## src/rtl/kernel_conv_sched_pkg.sv

```systemverilog
// Shared types for the Gaussian smoothing sequencer: FSM states,
// error codes and the window-centre coordinate width.
package kernel_sched_pkg;

    localparam int SCHED_MAX_DIM = 640;
    localparam int COORD_W = $clog2(SCHED_MAX_DIM);

    typedef enum logic [2:0] {
        S_IDLE,
        S_BUILD,
        S_WAIT,
        S_SCAN,
        S_FINISH,
        S_FAIL
    } sched_state_t;

    typedef enum logic [1:0] {
        E_NONE    = 2'd0,
        E_CFG     = 2'd1,
        E_GEN     = 2'd2,
        E_TIMEOUT = 2'd3
    } sched_err_t;

endpackage

```

## src/rtl/kernel_conv_sched_if.sv

```systemverilog
// Configuration and window-centre handshakes between the sequencer,
// its configuring host and the downstream window/MAC engine.
interface kernel_conv_sched_if #(
    parameter int MAX_KERNAL = 3,
    parameter int MAX_DIM    = 640
);
    localparam int KW = $clog2(MAX_KERNAL) + 1;
    localparam int DW = $clog2(MAX_DIM) + 1;
    localparam int CW = $clog2(MAX_DIM);

    logic          cfg_valid;
    logic          cfg_ready;
    logic [2:0]    cfg_sigma;
    logic [KW-1:0] cfg_ksize;
    logic [DW-1:0] cfg_width;
    logic [DW-1:0] cfg_height;
    logic          win_valid;
    logic          win_ready;
    logic [CW-1:0] win_x;
    logic [CW-1:0] win_y;

    modport master (
        output cfg_valid, cfg_sigma, cfg_ksize, cfg_width, cfg_height,
        output win_ready,
        input  cfg_ready, win_valid, win_x, win_y
    );

    modport slave (
        input  cfg_valid, cfg_sigma, cfg_ksize, cfg_width, cfg_height,
        input  win_ready,
        output cfg_ready, win_valid, win_x, win_y
    );

endinterface

```

## src/rtl/kernel_conv_sched_window_scan_counter.sv

```systemverilog
// Raster stepping of window centres from (r,r) to (x_lim,y_lim);
// shared with the filter pipeline.
module window_scan_counter
    import kernel_sched_pkg::*;
#(
    parameter int CW = COORD_W
) (
    input  logic          clk,
    input  logic          rst,
    input  logic          load,
    input  logic          step,
    input  logic [CW-1:0] r,
    input  logic [CW-1:0] x_lim,
    input  logic [CW-1:0] y_lim,
    output logic [CW-1:0] x,
    output logic [CW-1:0] y,
    output logic          last
);

    always_ff @(posedge clk) begin
        if (rst) begin
            x <= '0;
            y <= '0;
        end else if (load) begin
            x <= r;
            y <= r;
        end else if (step) begin
            if (x < x_lim) begin
                x <= x + CW'(1);
            end else begin
                x <= r;
                y <= y + CW'(1);
            end
        end
    end

    assign last = (x == x_lim) && (y == y_lim);

endmodule

```

## src/rtl/kernel_conv_sched.sv

```systemverilog
// Gaussian smoothing sequencer: validate config, run the kernel
// generator, then stream every valid window centre downstream.
module kernel_conv_sched
    import kernel_sched_pkg::*;
#(
    parameter int MAX_KERNAL = 3,
    parameter int MAX_DIM    = SCHED_MAX_DIM,
    parameter int TIMEOUT    = 1024
) (
    input  logic                          clk,
    input  logic                          rst,
    kernel_conv_sched_if.slave            bus,
    input  logic                          abort,
    output logic                          kern_start,
    output logic [2:0]                    kern_sigma,
    output logic [$clog2(MAX_KERNAL):0]   kern_size,
    input  logic                          kern_done,
    input  logic                          kern_err,
    output logic                          busy,
    output logic                          done,
    output logic                          err,
    output logic [1:0]                    err_code
);

    localparam int KW = $clog2(MAX_KERNAL) + 1;
    localparam int DW = $clog2(MAX_DIM) + 1;
    localparam int CW = $clog2(MAX_DIM);
    localparam int TW = (TIMEOUT > 1) ? $clog2(TIMEOUT) : 1;

    sched_state_t  state;
    sched_err_t    code_q;
    logic          rdy_q;
    logic          valid_q;
    logic [2:0]    sigma_q;
    logic [KW-1:0] ksize_q;
    logic [CW-1:0] r_q;
    logic [CW-1:0] xlim_q;
    logic [CW-1:0] ylim_q;
    logic [TW-1:0] cnt;

    logic [KW-1:0] r_in;
    logic [DW-1:0] ks_ext;
    logic          cfg_ok;
    logic          accept;
    logic          load;
    logic          step;
    logic [CW-1:0] x;
    logic [CW-1:0] y;
    logic          last;

    assign r_in   = (bus.cfg_ksize - KW'(1)) >> 1;
    assign ks_ext = DW'(bus.cfg_ksize);
    assign cfg_ok = bus.cfg_ksize[0]
                 && (bus.cfg_ksize <= KW'(MAX_KERNAL))
                 && (ks_ext <= bus.cfg_width)
                 && (ks_ext <= bus.cfg_height);

    assign accept = bus.cfg_valid && rdy_q && (state == S_IDLE);
    // Error beats done when the generator raises both at once.
    assign load = !abort && (state == S_WAIT) && kern_done && !kern_err;
    assign step = !abort && (state == S_SCAN) && valid_q && bus.win_ready;

    window_scan_counter #(.CW(CW)) u_scan (
        .clk   (clk),
        .rst   (rst),
        .load  (load),
        .step  (step),
        .r     (r_q),
        .x_lim (xlim_q),
        .y_lim (ylim_q),
        .x     (x),
        .y     (y),
        .last  (last)
    );

    always_ff @(posedge clk) begin
        if (rst) begin
            state      <= S_IDLE;
            code_q     <= E_NONE;
            rdy_q      <= 1'b0;
            valid_q    <= 1'b0;
            kern_start <= 1'b0;
            done       <= 1'b0;
            err        <= 1'b0;
            sigma_q    <= '0;
            ksize_q    <= '0;
            r_q        <= '0;
            xlim_q     <= '0;
            ylim_q     <= '0;
            cnt        <= '0;
        end else begin
            kern_start <= 1'b0;
            done       <= 1'b0;
            err        <= 1'b0;
            if (abort && state != S_IDLE) begin
                state   <= S_IDLE;
                rdy_q   <= 1'b1;
                valid_q <= 1'b0;
            end else begin
                unique case (state)
                    S_IDLE: begin
                        if (accept) begin
                            rdy_q   <= 1'b0;
                            sigma_q <= bus.cfg_sigma;
                            ksize_q <= bus.cfg_ksize;
                            r_q     <= CW'(r_in);
                            xlim_q  <= CW'(bus.cfg_width - DW'(1) - DW'(r_in));
                            ylim_q  <= CW'(bus.cfg_height - DW'(1) - DW'(r_in));
                            if (cfg_ok) begin
                                code_q     <= E_NONE;
                                kern_start <= 1'b1;
                                state      <= S_BUILD;
                            end else begin
                                code_q <= E_CFG;
                                err    <= 1'b1;
                                state  <= S_FAIL;
                            end
                        end else begin
                            rdy_q <= 1'b1;
                        end
                    end
                    S_BUILD: begin
                        cnt   <= '0;
                        state <= S_WAIT;
                    end
                    S_WAIT: begin
                        cnt <= cnt + TW'(1);
                        if (kern_err) begin
                            code_q <= E_GEN;
                            err    <= 1'b1;
                            state  <= S_FAIL;
                        end else if (kern_done) begin
                            valid_q <= 1'b1;
                            state   <= S_SCAN;
                        end else if (cnt == TW'(TIMEOUT - 1)) begin
                            code_q <= E_TIMEOUT;
                            err    <= 1'b1;
                            state  <= S_FAIL;
                        end
                    end
                    S_SCAN: begin
                        if (bus.win_ready && last) begin
                            valid_q <= 1'b0;
                            done    <= 1'b1;
                            state   <= S_FINISH;
                        end
                    end
                    S_FINISH, S_FAIL: begin
                        rdy_q <= 1'b1;
                        state <= S_IDLE;
                    end
                    default: begin
                        rdy_q   <= 1'b1;
                        valid_q <= 1'b0;
                        state   <= S_IDLE;
                    end
                endcase
            end
        end
    end

    assign bus.cfg_ready = rdy_q;
    assign bus.win_valid = valid_q;
    assign bus.win_x     = x;
    assign bus.win_y     = y;
    assign kern_sigma    = sigma_q;
    assign kern_size     = ksize_q;
    assign err_code      = code_q;
    assign busy          = (state != S_IDLE);

endmodule
```

## src/flat_wrapper.sv

```systemverilog
// flat-port wrapper written by rule: the top's interface ports become plain ports
module kernel_conv_sched_flat import kernel_sched_pkg::*;
#(
    parameter int MAX_KERNAL = 3,
    parameter int MAX_DIM    = SCHED_MAX_DIM,
    parameter int TIMEOUT    = 1024
)
  (clk, rst, abort, kern_start, kern_sigma, kern_size, kern_done, kern_err, busy, done, err, err_code, bus_cfg_valid, bus_cfg_sigma, bus_cfg_ksize, bus_cfg_width, bus_cfg_height, bus_win_ready, bus_cfg_ready, bus_win_valid, bus_win_x, bus_win_y);
  kernel_conv_sched_if #(.MAX_KERNAL(MAX_KERNAL), .MAX_DIM(MAX_DIM)) bus_i ();
  input  logic clk;
  input  logic rst;
  input  logic abort;
  output logic kern_start;
  output logic [2:0] kern_sigma;
  output logic [$clog2(MAX_KERNAL):0] kern_size;
  input  logic kern_done;
  input  logic kern_err;
  output logic busy;
  output logic done;
  output logic err;
  output logic [1:0] err_code;
  input wire logic [$bits(bus_i.cfg_valid)-1:0] bus_cfg_valid;
  input wire logic [$bits(bus_i.cfg_sigma)-1:0] bus_cfg_sigma;
  input wire logic [$bits(bus_i.cfg_ksize)-1:0] bus_cfg_ksize;
  input wire logic [$bits(bus_i.cfg_width)-1:0] bus_cfg_width;
  input wire logic [$bits(bus_i.cfg_height)-1:0] bus_cfg_height;
  input wire logic [$bits(bus_i.win_ready)-1:0] bus_win_ready;
  output wire logic [$bits(bus_i.cfg_ready)-1:0] bus_cfg_ready;
  output wire logic [$bits(bus_i.win_valid)-1:0] bus_win_valid;
  output wire logic [$bits(bus_i.win_x)-1:0] bus_win_x;
  output wire logic [$bits(bus_i.win_y)-1:0] bus_win_y;
  assign bus_i.cfg_valid = bus_cfg_valid;
  assign bus_i.cfg_sigma = bus_cfg_sigma;
  assign bus_i.cfg_ksize = bus_cfg_ksize;
  assign bus_i.cfg_width = bus_cfg_width;
  assign bus_i.cfg_height = bus_cfg_height;
  assign bus_i.win_ready = bus_win_ready;
  assign bus_cfg_ready = bus_i.cfg_ready;
  assign bus_win_valid = bus_i.win_valid;
  assign bus_win_x = bus_i.win_x;
  assign bus_win_y = bus_i.win_y;
  kernel_conv_sched #(.MAX_KERNAL(MAX_KERNAL), .MAX_DIM(MAX_DIM), .TIMEOUT(TIMEOUT)) u_core (.clk(clk), .rst(rst), .bus(bus_i), .abort(abort), .kern_start(kern_start), .kern_sigma(kern_sigma), .kern_size(kern_size), .kern_done(kern_done), .kern_err(kern_err), .busy(busy), .done(done), .err(err), .err_code(err_code));
endmodule
```

## config.mk

```make
export PLATFORM = sky130hd
export DESIGN_NAME = kernel_conv_sched_flat
export DESIGN_NICKNAME = d
export VERILOG_FILES = /design/src/rtl/kernel_conv_sched_pkg.sv /design/src/rtl/kernel_conv_sched_if.sv /design/src/rtl/kernel_conv_sched_window_scan_counter.sv /design/src/rtl/kernel_conv_sched.sv /design/src/flat_wrapper.sv
export SDC_FILE = /design/constraint.sdc
export NUM_CORES = 1
export LEC_CHECK = 0
export ABC_CLOCK_PERIOD_IN_PS = 3200
export BUFFER_PORTS_ARGS = -buffer_cell sky130_fd_sc_hd__buf_2
export CORE_MARGIN = 3
export CORE_UTILIZATION = 30
export DETAILED_ROUTE_END_ITERATION = 8
export GPL_TIMING_DRIVEN = 0
export HOLD_SLACK_MARGIN = 0.12
export PLACE_DENSITY = 0.45
export SYNTH_ARGS = -nofsm -noshare
export SYNTH_HDL_FRONTEND = slang
export SYNTH_SLANG_ARGS = --single-unit
export TNS_END_PERCENT = 10
```

## constraint.sdc

```tcl
create_clock -name clk -period 3.2 [get_ports clk]
set_clock_uncertainty 0.15 [all_clocks]
set_input_delay 0.32 -clock clk [delete_from_list [all_inputs] [get_ports clk]]
set_output_delay 0.32 -clock clk [all_outputs]
set_load 0.02 [all_outputs]
```

# Word-level counts from Yosys, hierarchy flattened

Index checks and enable logic that the tools add are counted.
Widths: inputs -> output; s select.

Bits in registers: 68
Input bits: 35

Add/subtract/negate cells: 8
$lt $le $gt $ge: 4
Equality and inequality tests: 17
Mux-type cells: 35
Bitwise logic cells: 5
Reduce and logical (&&, ||, !) cells: 32

Operators by type and width:

| kind                  | count |
|---|---|
| $mux 10               | 6 |
| $add 10x1->10 const B | 3 |
| $le 3x11->1           | 2 |
| $eq 10x10->1          | 2 |
| $pmux 10 s2           | 1 |
| $sub 10x1->10 const B | 2 |
| $sub 10x2->10         | 2 |
| $mux 3                | 6 |
| $logic_and 1x1->1     | 14 |
| $mux 1                | 13 |
| $pmux 3 s4            | 1 |
| $eq 10x10->1 const B  | 1 |
| $lt 10x10->1          | 1 |
| $mux 2                | 4 |
| $reduce_or 4->1       | 2 |
| $eq 3x2->1 const B    | 2 |
| $eq 3x3->1 const B    | 2 |
| $ne 2x1->1 const B    | 3 |
| $ne 2x2->1 const B    | 3 |
| $ne 3x3->1 const B    | 2 |
| $reduce_and 3->1      | 2 |
| $reduce_bool 2->1     | 3 |
| $reduce_or 3->1       | 2 |
| $not 1->1             | 5 |
| 14 further kinds      | 17 |

# Depth between registers and ports, before layout

Gate-level depths: netlist of run 1.

Word-level depth: 7
Mapped depth: 9
Mapped depth without buffers: 9

# Hierarchy

Synthesis of run 1 repeated with hierarchy kept, for this count alone.

Cells, all modules: 529
Area, all modules: 4254.1 sq um

By module, submodules not included:

| module              | times used | cells each | area each (sq um) | seq. area each (sq um) |
|---|---|---|---|---|
| kernel_conv_sched   | 1          | 315        | 2638.8            | 960.9 |
| window_scan_counter | 1          | 214        | 1615.3            | 400.4 |

# Worst setup path after synthesis of run 1

Ideal clock, no wire load.

Path type: input to register
From: input bus_cfg_ksize[0]
To: register u_core.ylim_q[7]
Arrival time: 2291 ps
Path slack: 674 ps
Cell stages on the path: 9
Buffers on the path: 0
Path through: inv_1 > ha_1 > xnor2_1 > ha_1 > a211o_1 > or2_1 > nor4_1 > xnor2_1 > a211oi_1

Longest elaborated chain between the ends: 2

Ends and longest elaborated chain:

| element                | RTL line                 | RTL |
|---|---|---|
| start: declaration     | flat_wrapper.sv:24       | `input wire logic [$bits(bus_i.cfg_ksize)-1:0] bus_cfg_ksize;` |
| $sub 3x1->3            | kernel_conv_sched.sv:51  | `assign r_in = (bus.cfg_ksize - KW'(1)) >> 1;` |
| $sub 10x2->10          | kernel_conv_sched.sv:108 | `ylim_q <= CW'(bus.cfg_height - DW'(1) - DW'(r_in));` |
| end signal: assignment | kernel_conv_sched.sv:108 |  |
| end: declaration       | kernel_conv_sched.sv:38  | `logic [CW-1:0] ylim_q;` |

Every way passes these cells.
A chain may end at the register's enable or synchronous reset.

# Worst setup path after layout of run 1

From: input bus_cfg_ksize[1]
To: register u_core.ylim_q[7]

Same word-level chain as after synthesis.

==> impl_results.md, run 1 <==
* Count of endpoints failing hold in the final timing report at 0
* Status: complete, no violations
* CP required at 3300 ps
* First-pass detailed-route iteration total at 4
* Clk pin slew, worst setup/hold paths at 60 ps
* Clock sinks at 68
* Met2 Use GR at 25.2%
* WHS Endpoint: u_core.bus.win_valid
* Initial Util at 31.2%
* WL/cell at 15.7 µm
* Die extent in y at 121 µm
* Port Buf Inserts at 68
* Hold/Removal Path Class: in -> reg
* GR Util met1 at 22.9%
* Via count at 3621
* Register area at 1360 µm²
* Pwr dens at 650 nW/µm²
* Synthesized cell area at 4000 µm²
* Ys async rst share at 0%
* HP Start: kern_done
* Final setup vio count at 0
* Yosys top cell by area: dfxtp_1
* Gpl congestion at 0.845
* Die W at 121 µm
* Total power at 3.24 mW
* EDFF count, synth at 0
* FILL cells at 1329
* Synth top area share at 34.0%
* DRT iter0 DRCs at 261
* Syn avg cell area at 8.46 µm²
* Non-filler cells, final at 734
* Grt met3 use at 5.03%
* Core box area at 12800 µm²
* Area growth syn-to-layout at 24.6%
* Syn Nets at 534
* Gr busiest metal: met2
* IO Count at 69
* Hold path cells at 3
* N_diodes at 0
* Top-count cell post-synth: dfxtp_1
* Level count of the clock H-tree at 3
* Setup Buffers After CTS at 0
* TNS Setup at 0 ps
* First-pass GRT wire length at 19100 µm
* Final WL at 11500 µm
* Max_cap viols at 0
* Multi-input gate area at 2440 µm²
* R2R depth at 7
* FF-to-FF setup slack at 780 ps
* Critical path's slowest cell: dlygate4sd3_1
* Yosys warning count at 0
* Period utilization at 90.4%
* Endpoint class of the critical path: register
* RSZ-0062 raised after global routing: no
* Final Max Slew Viols at 0
* Drt drc at 0
* Crit path launch: bus_cfg_ksize[1]
* Pin count of the biggest net entering global routing at 12
* Yosys reg bits at 68
* Relative max-transition margin at 55.9%
* Worst EP arrival at 2990 ps
* Worst path max stage delay at 520 ps
* Via-to-Cell Ratio at 4.93
* Fmax at 346 MHz
* Antenna violations before repair at 0
* Num CTS Buffers at 9
* Final nets at 618
* Fraction of layout instances using a drive strength above 1 at 18.7%
* Crit-path max FO at 5
* Leak pwr at 2.02 nW
* Final ANT Viol Nets at 0
* Critical path class: in -> reg
* Vias in the first global route at 3643
* Total track usage at 16.5%
* Period minus WS final at 2890 ps
* Synth Flop Type: dfxtp_1
* Clock Path Buffers at 2
* Clock root cell: clkbuf_16
* TritonCTS clock tree: done
* Grt ovf at 0
* Worst-Margin Slew at 658 ps
* Rows at 41
* Library cells used by synthesis at 61
* Top cells by count, synth: dfxtp_1, nand2_1, nor2_1
* Cell mode on critical path: ha_1
* Later-pin clock latency in the skew report at 330 ps
* Worst reg2reg endpoint: u_core.u_scan.y[0]
* Origin of the critical flop-to-flop path: u_core.u_scan.x[7]
* Sequential element share of the synthesized area at 34.0%
* Post-synthesis instance total at 473
* Dominant cells by area after synthesis: dfxtp_1, ha_1, nand2_1, xor2_1, xnor2_1
* DIE AREA at 14800 µm²
* Final core utilization at 38.9%
* Peak supply drop at 0.000338 V
* Crit path cell chain: dlygate4sd3_1 -> buf_2 -> inv_1 -> ha_1 -> xnor2_2 -> ha_1 -> a211o_1 -> or2_1 -> nor4_1 -> xnor2_1 -> a211oi_1
* Hpwl dp at 8900 µm
* Inst Count DP at 713
* Startpoint Class: primary input
==> through the flow <==
stage	worst slack (ps)	hold WS (ps)	area, µm²
after floorplan	674	282	4000
after global placement	227	292	4560
after detailed placement	178	299	4560
after CTS	63.0	124	4980
after global routing	91.5	151	4980
final	307	135	4980
==> layer usage <==
metal | up-vias | part of all wire (%)
met1 | 1669 | 51
met2 | 93 | 43
li1 | 1855 | -
met3 | 4 | 5.7
met5 | - | 0
met4 | 0 | 0.53
==> cell type report <==
cell class	count	area share (%)
Clock inverter	3	1.81
Inverter	26	1.96
Sequential cell	68	27.3
Multi-Input combinational cell	358	49.0
Buffer	21	2.13
Tap cell	172	4.32
Timing Repair Buffer	73	7.83
Clock buffer	13	5.62
==> critical path: cells and delay by family <==
family	cells	cell delay [ps]
AO/OA/AOI/OAI	2	490
XOR/XNOR	2	440
adder cells (fa/ha/maj)	2	510
buffers and inverters	3	710
AND/OR/NAND/NOR	2	520
==> report_power, final <==
| part | total, mW | internal (mW) | switching (mW) | leakage, nW |
|---|---|---|---|---|
| registers | 1.04 | 0.965 | 0.0768 | 0.552 |
| logic | 0.970 | 0.371 | 0.599 | 1.29 |
| clock network | 1.23 | 0.847 | 0.379 | 0.182 |
| total | 3.24 | 2.18 | 1.05 | 2.02 |
==> logic make-up (layout without fill, tap and decap cells) <==
kind of cell / after synthesis / in the layout / share of synthesized area (%)
AO/OA/AOI/OAI: 93 / 93 / 17.0
XOR/XNOR: 42 / 42 / 9.20
adder cells (fa/ha/maj): 26 / 26 / 8.51
buffers and inverters: 47 / 136 / 5.10
flip-flops: 68 / 68 / 34.0
multiplexers: 9 / 9 / 2.28
AND/OR/NAND/NOR: 188 / 188 / 23.8
==> sequential cells by signal, summed over array words and instances, names as in the netlist, 2 cells and up <==
name and flops:
u_core.cnt 10, u_core.u_scan.x 10, u_core.r_q 2, u_core.u_scan.y 10, u_core.err_code 2, u_core.kern_size 3
u_core.xlim_q 10, u_core.state 3, u_core.kern_sigma 3, u_core.ylim_q 10
==> layout by cell type (no fill, tap or decap), drive strengths merged, types with 2 or more instances in the layout <==
cell         Yosys  final
a211oi          22     22
inv             26     26
nand4            8      8
or3             11     11
and3b            2      2
a21o             4      4
buf              8     76
o21a             2      2
dlygate4sd3      0      5
ha              24     24
and4b            2      2
o21ai           10     10
and3             2      2
nor3            20     20
nand3           11     11
bufinv           0      3
mux2i            8      8
dfxtp           68     68
xor2            23     23
o2111ai          4      4
nand4b           4      4
nor4             8      8
nor2            41     41
a211o            2      2
xnor2           19     19
or4              2      2
or2              2      2
a311oi           3      3
nand2           59     59
nand2b           6      6
nor2b            4      4
a2111oi          7      7
fa               2      2
clkbuf          13     26
and2             2      2
a21oi           28     28
==> worst max path at each step <==
stage                       end  slack [ps]  depth (start not counted)
2_1_floorplan  u_core.ylim_q[7]         670                          9
3_3_place_gp   u_core.ylim_q[7]         230                         10
3_5_place_dp   u_core.ylim_q[7]         180                         10
4_1_cts        u_core.ylim_q[7]          60                         11
5_1_grt        u_core.ylim_q[7]          90                         11
6_report       u_core.ylim_q[7]         310                         11
==> timing repair <==
action | CTS | global route
setup endpoints to repair | 0 | 6
hold buffers | 5 | 0
resized for setup | 0 | 1
hold endpoints to repair | 5 | 0
(Power assumes the default switching activity.)
==> inputs of run 2 (changes only) <==
--- a/config.mk
+++ b/config.mk
@@ -5,10 +5,12 @@
 export SDC_FILE = /design/constraint.sdc
 export NUM_CORES = 1
 export LEC_CHECK = 0
+export ABC_AREA = 1
 export ABC_CLOCK_PERIOD_IN_PS = 3200
 export BUFFER_PORTS_ARGS = -buffer_cell sky130_fd_sc_hd__buf_2
 export CORE_MARGIN = 3
 export CORE_UTILIZATION = 30
+export CTS_BUF_LIST = sky130_fd_sc_hd__clkbuf_8
 export DETAILED_ROUTE_END_ITERATION = 8
 export GPL_TIMING_DRIVEN = 0
 export HOLD_SLACK_MARGIN = 0.12
==> impl_results.md, run 2 <==
* Relative max-transition margin at 53.0% (was 55.9%)
* Dominant cells by area after synthesis: dfxtp_1, nand2_1, inv_1, ha_1, nor2_1 (was dfxtp_1, ha_1, nand2_1, xor2_1, xnor2_1)
* Final ANT Viol Nets at 0 (unchanged)
* Final WL at 11400 µm (was 11500 µm)
* Level count of the clock H-tree at 3 (unchanged)
* Period minus WS final at 2800 ps (was 2890 ps)
* RSZ-0062 raised after global routing: no (unchanged)
* Clock root cell: clkbuf_8 (was clkbuf_16)
* PostCTS Resize Cnt at 0 (unchanged)
* Fraction of layout instances using a drive strength above 1 at 15.2% (was 18.7%)
* Pre-CTS setup slack at 523 ps (was 178 ps)
* Top cells by count, synth: nand2_1, inv_1, nor2_1 (was dfxtp_1, nand2_1, nor2_1)
* Origin of the critical flop-to-flop path: u_core.u_scan.x[0] (was u_core.u_scan.x[7])
* Grt met3 use at 2.72% (was 5.03%)
* Crit-path max FO at 5 (unchanged)
* Final Max Slew Viols at 0 (unchanged)
* Yosys top cell by area: dfxtp_1 (unchanged)
* IO Count at 69 (unchanged)
* FF-to-FF setup slack at 1150 ps (was 780 ps)
* Critical path class: in -> reg (unchanged)
* Initial Util at 30.8% (was 31.2%)
* Gr busiest metal: met2 (unchanged)
* Most common cell after layout, fill and taps aside: nand2_1 (was buf_2)
* Syn Nets at 681 (was 534)
* Fmax at 358 MHz (was 346 MHz)
* Clk pin slew, worst setup/hold paths at 70 ps (was 60 ps)
* Final nets at 769 (was 618)
* Final setup vio count at 0 (unchanged)
* Hpwl dp at 9150 µm (was 8900 µm)
* Core box area at 13300 µm² (was 12800 µm²)
* FILL cells at 1470 (was 1329)
* Antenna violations before repair at 0 (unchanged)
* Most frequent cells in the layout: nand2_1, inv_1, nor2_1 (was buf_2, dfxtp_1, nand2_1)
* CP required at 3300 ps (about the same)
* Leak pwr at 2.37 nW (was 2.02 nW)
* Library cells used by synthesis at 40 (was 61)
* Area growth syn-to-layout at 20.8% (was 24.6%)
* Peak supply drop at 0.000196 V (was 0.000338 V)
* Final core utilization at 37.2% (was 38.9%)
* Later-pin clock latency in the skew report at 360 ps (was 330 ps)
* TritonCTS clock tree: done (unchanged)
* WL/cell at 12.8 µm (was 15.7 µm)
* Hold/Removal Path Class: in -> reg (unchanged)
* Synthesized cell area at 4100 µm² (was 4000 µm²)
* Grt ovf at 0 (unchanged)
* Via count at 4078 (was 3621)
* Ys async rst share at 0% (unchanged)
* Synth Flop Type: dfxtp_1 (unchanged)
* Met2 Use GR at 26.1% (was 25.2%)
* Hold path cells at 3 (unchanged)
* Period utilization at 87.4% (was 90.4%)
* Inst Count DP at 864 (was 713)
* Count of endpoints failing hold in the final timing report at 0 (unchanged)
* Pwr dens at 593 nW/µm² (was 650 nW/µm²)
* Port Buf Inserts at 68 (unchanged)
* WHS Endpoint: u_core.ylim_q[6] (was u_core.bus.win_valid)
* Status: complete, no violations (unchanged)
* Post-synthesis instance total at 620 (was 473)
* Die extent in y at 123 µm (was 121 µm)
* Yosys reg bits at 68 (unchanged)
* Top-count cell post-synth: nand2_1 (was dfxtp_1)
* Startpoint Class: primary input (unchanged)
* EDFF count, synth at 0 (unchanged)
* Total track usage at 16.0% (was 16.5%)
* Endpoint class of the critical path: register (unchanged)
* Worst-Margin Slew at 698 ps (was 658 ps)
* Die W at 123 µm (was 121 µm)
* Drt drc at 0 (unchanged)
* Max_cap viols at 0 (unchanged)
* Rows at 42 (was 41)
* Via-to-Cell Ratio at 4.59 (was 4.93)
* Sequential element share of the synthesized area at 33.2% (was 34.0%)
* R2R depth at 11 (was 7)
* Post-route setup slack at 404 ps (was 307 ps)
* Num CTS Buffers at 9 (unchanged)
* Clock Path Buffers at 2 (unchanged)
* Pin count of the biggest net entering global routing at 11 (was 12)
* Synth top area share at 33.2% (was 34.0%)
* HP Start: bus_cfg_height[6] (was kern_done)
* GR Util met1 at 21.2% (was 22.9%)
* First-pass detailed-route iteration total at 4 (unchanged)
* DRT iter0 DRCs at 149 (was 261)
* First-pass GRT wire length at 18700 µm (was 19100 µm)
* Clock sinks at 68 (unchanged)
* Worst reg2reg endpoint: u_core.state[1] (was u_core.u_scan.y[0])
* Syn avg cell area at 6.61 µm² (was 8.46 µm²)
* TNS Setup at 0 ps (unchanged)
* Vias in the first global route at 3815 (was 3643)
* Gpl congestion at 0.814 (was 0.845)
* DIE AREA at 15100 µm² (was 14800 µm²)
* Yosys warning count at 0 (unchanged)
* Non-filler cells, final at 888 (was 734)
* N_diodes at 0 (unchanged)
* Worst EP arrival at 2900 ps (was 2990 ps)
-- run 2: kinds of logic after synthesis --
kind of cell,Yosys count,share of synthesized area (%)
flip-flops,68,33.2
AND/OR/NAND/NOR,290,30.3
XOR/XNOR,13,2.78
buffers and inverters,112,10.6
adder cells (fa/ha/maj),26,8.31
AO/OA/AOI/OAI,111,14.7
-- run 2: critical path: stages --
cell           delay (ps)
dlygate4sd3_1         510
buf_2                 130
inv_1                  60
ha_1                  190
xnor2_1               500
ha_1                  350
nand2_1                60
nand2_1                60
nor2_1                170
nand2_1               120
nor2_1                140
xor2_1                 80
o21ai_0               150
inv_1                  50
-- run 2: metrics by stage --
step	hold WS (ps)	instance area (µm²)	total power, mW
final	134	4950	2.93
after global routing	145	4950	3.18
after CTS	131	4950	2.97
after detailed placement	305	4660	2.20
after global placement	302	4660	2.19
after floorplan	283	4100	1.88
-- run 2: routing by layer --
layer / up-vias / part of all wire (%)
met3: 12 / 5.1
met5: - / 0
met1: 1830 / 48
met4: 0 / 1.7
li1: 2153 / -
met2: 83 / 45
-- run 2: final cells by class --
cell class                 count  area [µm²]  share of cell area (%)
inverter                     100         375                    7.59
timing repair buffer          77         430                    8.70
clock buffer                  12         165                    3.34
tap                          176         220                    4.45
buffer                        12        60.1                    1.21
multi-input combinational    440        2300                    46.4
sequential                    68        1360                    27.5
clock inverter                 3        37.5                   0.759
-- run 2: power breakdown --
part | leakage (nW) | switching [mW] | internal, mW
sequential | 0.553 | 0.0952 | 0.992
clock | 0.111 | 0.332 | 0.414
combinational | 1.71 | 0.740 | 0.358
total | 2.37 | 1.17 | 1.76
-- run 2: worst max-delay path by stage --
| stage | startpoint | depth (start not counted) | slack, ps | endpoint |
|---|---|---|---|---|
| CTS | bus_cfg_ksize[1] | 14 | 400 | u_core.xlim_q[7] |
| global placement | bus_cfg_ksize[0] | 13 | 540 | u_core.xlim_q[7] |
| floorplan | bus_cfg_ksize[0] | 12 | 930 | u_core.xlim_q[8] |
| detailed placement | bus_cfg_ksize[0] | 13 | 520 | u_core.xlim_q[7] |
| global route | bus_cfg_ksize[1] | 14 | 140 | u_core.xlim_q[7] |
| finish | bus_cfg_ksize[1] | 14 | 400 | u_core.xlim_q[7] |
-- run 2: what timing repair did --
action / 4_1_cts / 5_1_grt
setup buffers: 0 / 0
hold endpoints to repair: 9 / 0
hold buffers: 9 / 0
==> inputs of run 3 (changes only) <==
--- a/config.mk
+++ b/config.mk
@@ -8,13 +8,14 @@
 export ABC_AREA = 1
 export ABC_CLOCK_PERIOD_IN_PS = 3200
 export BUFFER_PORTS_ARGS = -buffer_cell sky130_fd_sc_hd__buf_2
+export CELL_PAD_IN_SITES_DETAIL_PLACEMENT = 0
+export CELL_PAD_IN_SITES_GLOBAL_PLACEMENT = 1
 export CORE_MARGIN = 3
 export CORE_UTILIZATION = 30
 export CTS_BUF_LIST = sky130_fd_sc_hd__clkbuf_8
 export DETAILED_ROUTE_END_ITERATION = 8
-export GPL_TIMING_DRIVEN = 0
 export HOLD_SLACK_MARGIN = 0.12
-export PLACE_DENSITY = 0.45
+export PLACE_DENSITY = 0.6
 export SYNTH_ARGS = -nofsm -noshare
 export SYNTH_HDL_FRONTEND = slang
 export SYNTH_SLANG_ARGS = --single-unit
==> impl_results.md, run 3 (synthesized netlist as in run 2, its figures left out) <==
* Status: complete, no violations (unchanged)
* CP Depth at 14 (unchanged)
* FILL cells at 1502 (was 1470)
* DIE AREA at 15100 µm² (unchanged)
* Period utilization at 83.8% (was 87.4%)
* Area growth syn-to-layout at 20.5% (was 20.8%)
* TritonCTS clock tree: done (unchanged)
* Inst Count DP at 858 (was 864)
* Core box area at 13300 µm² (unchanged)
* Rows at 42 (unchanged)
* RSZ-0062 raised after global routing: no (unchanged)
* Clock root cell: clkbuf_8 (unchanged)
* Total power at 2.90 mW (was 2.93 mW)
* Die W at 123 µm (unchanged)
* Most frequent cells in the layout: nand2_1, inv_1, nor2_1 (unchanged)
* Critical path's top delay family: buffers and inverters (unchanged)
* Grt ovf at 0 (unchanged)
* DRT iter0 DRCs at 180 (was 149)
* Total track usage at 15.6% (was 16.0%)
* Switch share at 40.6% (was 39.8%)
* Critical path's slowest cell: dlygate4sd3_1 (unchanged)
* Clock power frac at 25.2% (was 25.5%)
* Final core utilization at 37.1% (was 37.2%)
* Leak pwr at 2.37 nW (about the same)
* Setup Buffers After CTS at 0 (unchanged)
* WL/cell at 12.8 µm (about the same)
* Gpl congestion at 0.810 (was 0.814)
* Startpoint Class: primary input (unchanged)
* Via count at 4082 (was 4078)
* Hpwl dp at 8730 µm (was 9150 µm)
* Combinational share of power at 37.3% (was 37.5%)
* Hold/Removal Path Class: in -> reg (unchanged)
* Endpoint class of the critical path: register (unchanged)
* Pwr dens at 588 nW/µm² (was 593 nW/µm²)
* Clock Path Buffers at 2 (unchanged)
* First-pass detailed-route iteration total at 5 (was 4)
* Non-filler cells, final at 884 (was 888)
* Final ANT Viol Nets at 0 (unchanged)
* Initial Util at 30.8% (unchanged)
* TNS Setup at 0 ps (unchanged)
* Die extent in y at 123 µm (unchanged)
* Worst path max stage delay at 520 ps (was 510 ps)
* Seq pwr share at 37.5% (was 37.1%)
* Level count of the clock H-tree at 3 (unchanged)
* Crit path cell chain: dlygate4sd3_1 -> buf_2 -> inv_1 -> ha_1 -> xnor2_1 -> ha_1 -> nand2_1 -> nand2_1 -> nor2_1 -> nand2_1 -> nor2_1 -> xor2_1 -> o21ai_0 -> inv_1 (unchanged)
* Max_cap viols at 0 (unchanged)
* Fmax at 373 MHz (was 358 MHz)
* Cell mode on critical path: nand2_1 (unchanged)
* Period minus WS final at 2680 ps (was 2800 ps)
* Worst-Margin Slew at 722 ps (was 698 ps)
* Worst hold slack at 150 ps (was 134 ps)
* Drt drc at 0 (unchanged)
* Final setup vio count at 0 (unchanged)
* CP bufs+invs at 4 (unchanged)
* Most common cell after layout, fill and taps aside: nand2_1 (unchanged)
* Fraction of layout instances using a drive strength above 1 at 15.5% (was 15.2%)
* N_diodes at 0 (unchanged)
* Via-to-Cell Ratio at 4.62 (was 4.59)
* Clk pin slew, worst setup/hold paths at 80 ps (was 70 ps)
* Relative max-transition margin at 51.4% (was 53.0%)
* Num CTS Buffers at 9 (unchanged)
* R2R depth at 10 (was 11)
* Critical path class: in -> reg (unchanged)
* P_sw at 1.18 mW (was 1.17 mW)
* Final Max Slew Viols at 0 (unchanged)
* CP required at 3300 ps (about the same)
* Later-pin clock latency in the skew report at 360 ps (about the same)
* Port Buf Inserts at 68 (unchanged)
* Peak supply drop at 0.000185 V (was 0.000196 V)
* Worst EP arrival at 2780 ps (was 2900 ps)
* First-pass GRT wire length at 18300 µm (was 18700 µm)
* Crit-path max FO at 5 (unchanged)
* Pin count of the biggest net entering global routing at 26 (was 11)
* IO Count at 69 (unchanged)
* Internal cell power at 1.72 mW (was 1.76 mW)
* Final WL at 11300 µm (was 11400 µm)
* Clock sinks at 68 (unchanged)
* Hold path cells at 3 (unchanged)
* Antenna violations before repair at 0 (unchanged)
* Final nets at 764 (was 769)
* Vias in the first global route at 3787 (was 3815)
* Count of endpoints failing hold in the final timing report at 0 (unchanged)
[run 3: cell count changes in the layout (fill, tap and decap cells not counted), moves of 2 or more]
cell      previous run  this run
clkinv_2             0         2
clkbuf_8            12        10
buf_2               71        68
clkbuf_1             7         0
buf_4                1         6
[run 3: layout make-up]
type / count / area [µm²] / area share [%]
clock inverter: 6 / 56.3 / 1.14
timing repair buffer: 84 / 485 / 9.84
tap: 176 / 220 / 4.46
clock buffer: 10 / 138 / 2.79
multi-input combinational: 440 / 2300 / 46.6
inverter: 100 / 375 / 7.61
sequential: 68 / 1360 / 27.6
[run 3: final timing paths]
check | start | to | slack, ps
max | bus_cfg_ksize[1] | u_core.xlim_q[7] | 520
min | bus_cfg_ksize[2] | u_core.kern_size[2] | 150
max reg2reg | u_core.u_scan.x[9] | u_core.u_scan.x[4] | 990
min reg2reg | u_core.err_code[1] | u_core.err_code[1] | 320
[run 3: metrics by stage]
stage	instance area, µm²	setup WS [ps]
2_1_floorplan	4100	933
3_3_place_gp	4640	641
3_5_place_dp	4640	609
4_1_cts	4930	488
5_1_grt	4930	284
6_report	4930	518
[run 3: layer usage]
metal	wire (µm)	GRT usage (%)
met1	5550	20.4
met2	5160	25.2
met3	402	3.00
met4	200	6.02
met5	0	0
[run 3: repair_timing]
action	in CTS	in global routing
hold buffers	10	0
endpoints found under the setup margin	0	0
gates resized for setup	0	0
hold endpoints to repair	10	0
[run 3: power by group through the flow]
stage	registers [mW]	logic, mW	clock network [mW]
global route	1.11	1.25	0.793
detailed placement	1.10	1.08	0
CTS	1.09	1.10	0.753
global placement	1.10	1.07	0
finish	1.09	1.08	0.731
floorplan	1.13	0.742	0
[run 3: worst min-delay path: cells and delay by family]
kind	cells	cell delay [ps]
simple gates	2	150
buf+inv	1	140
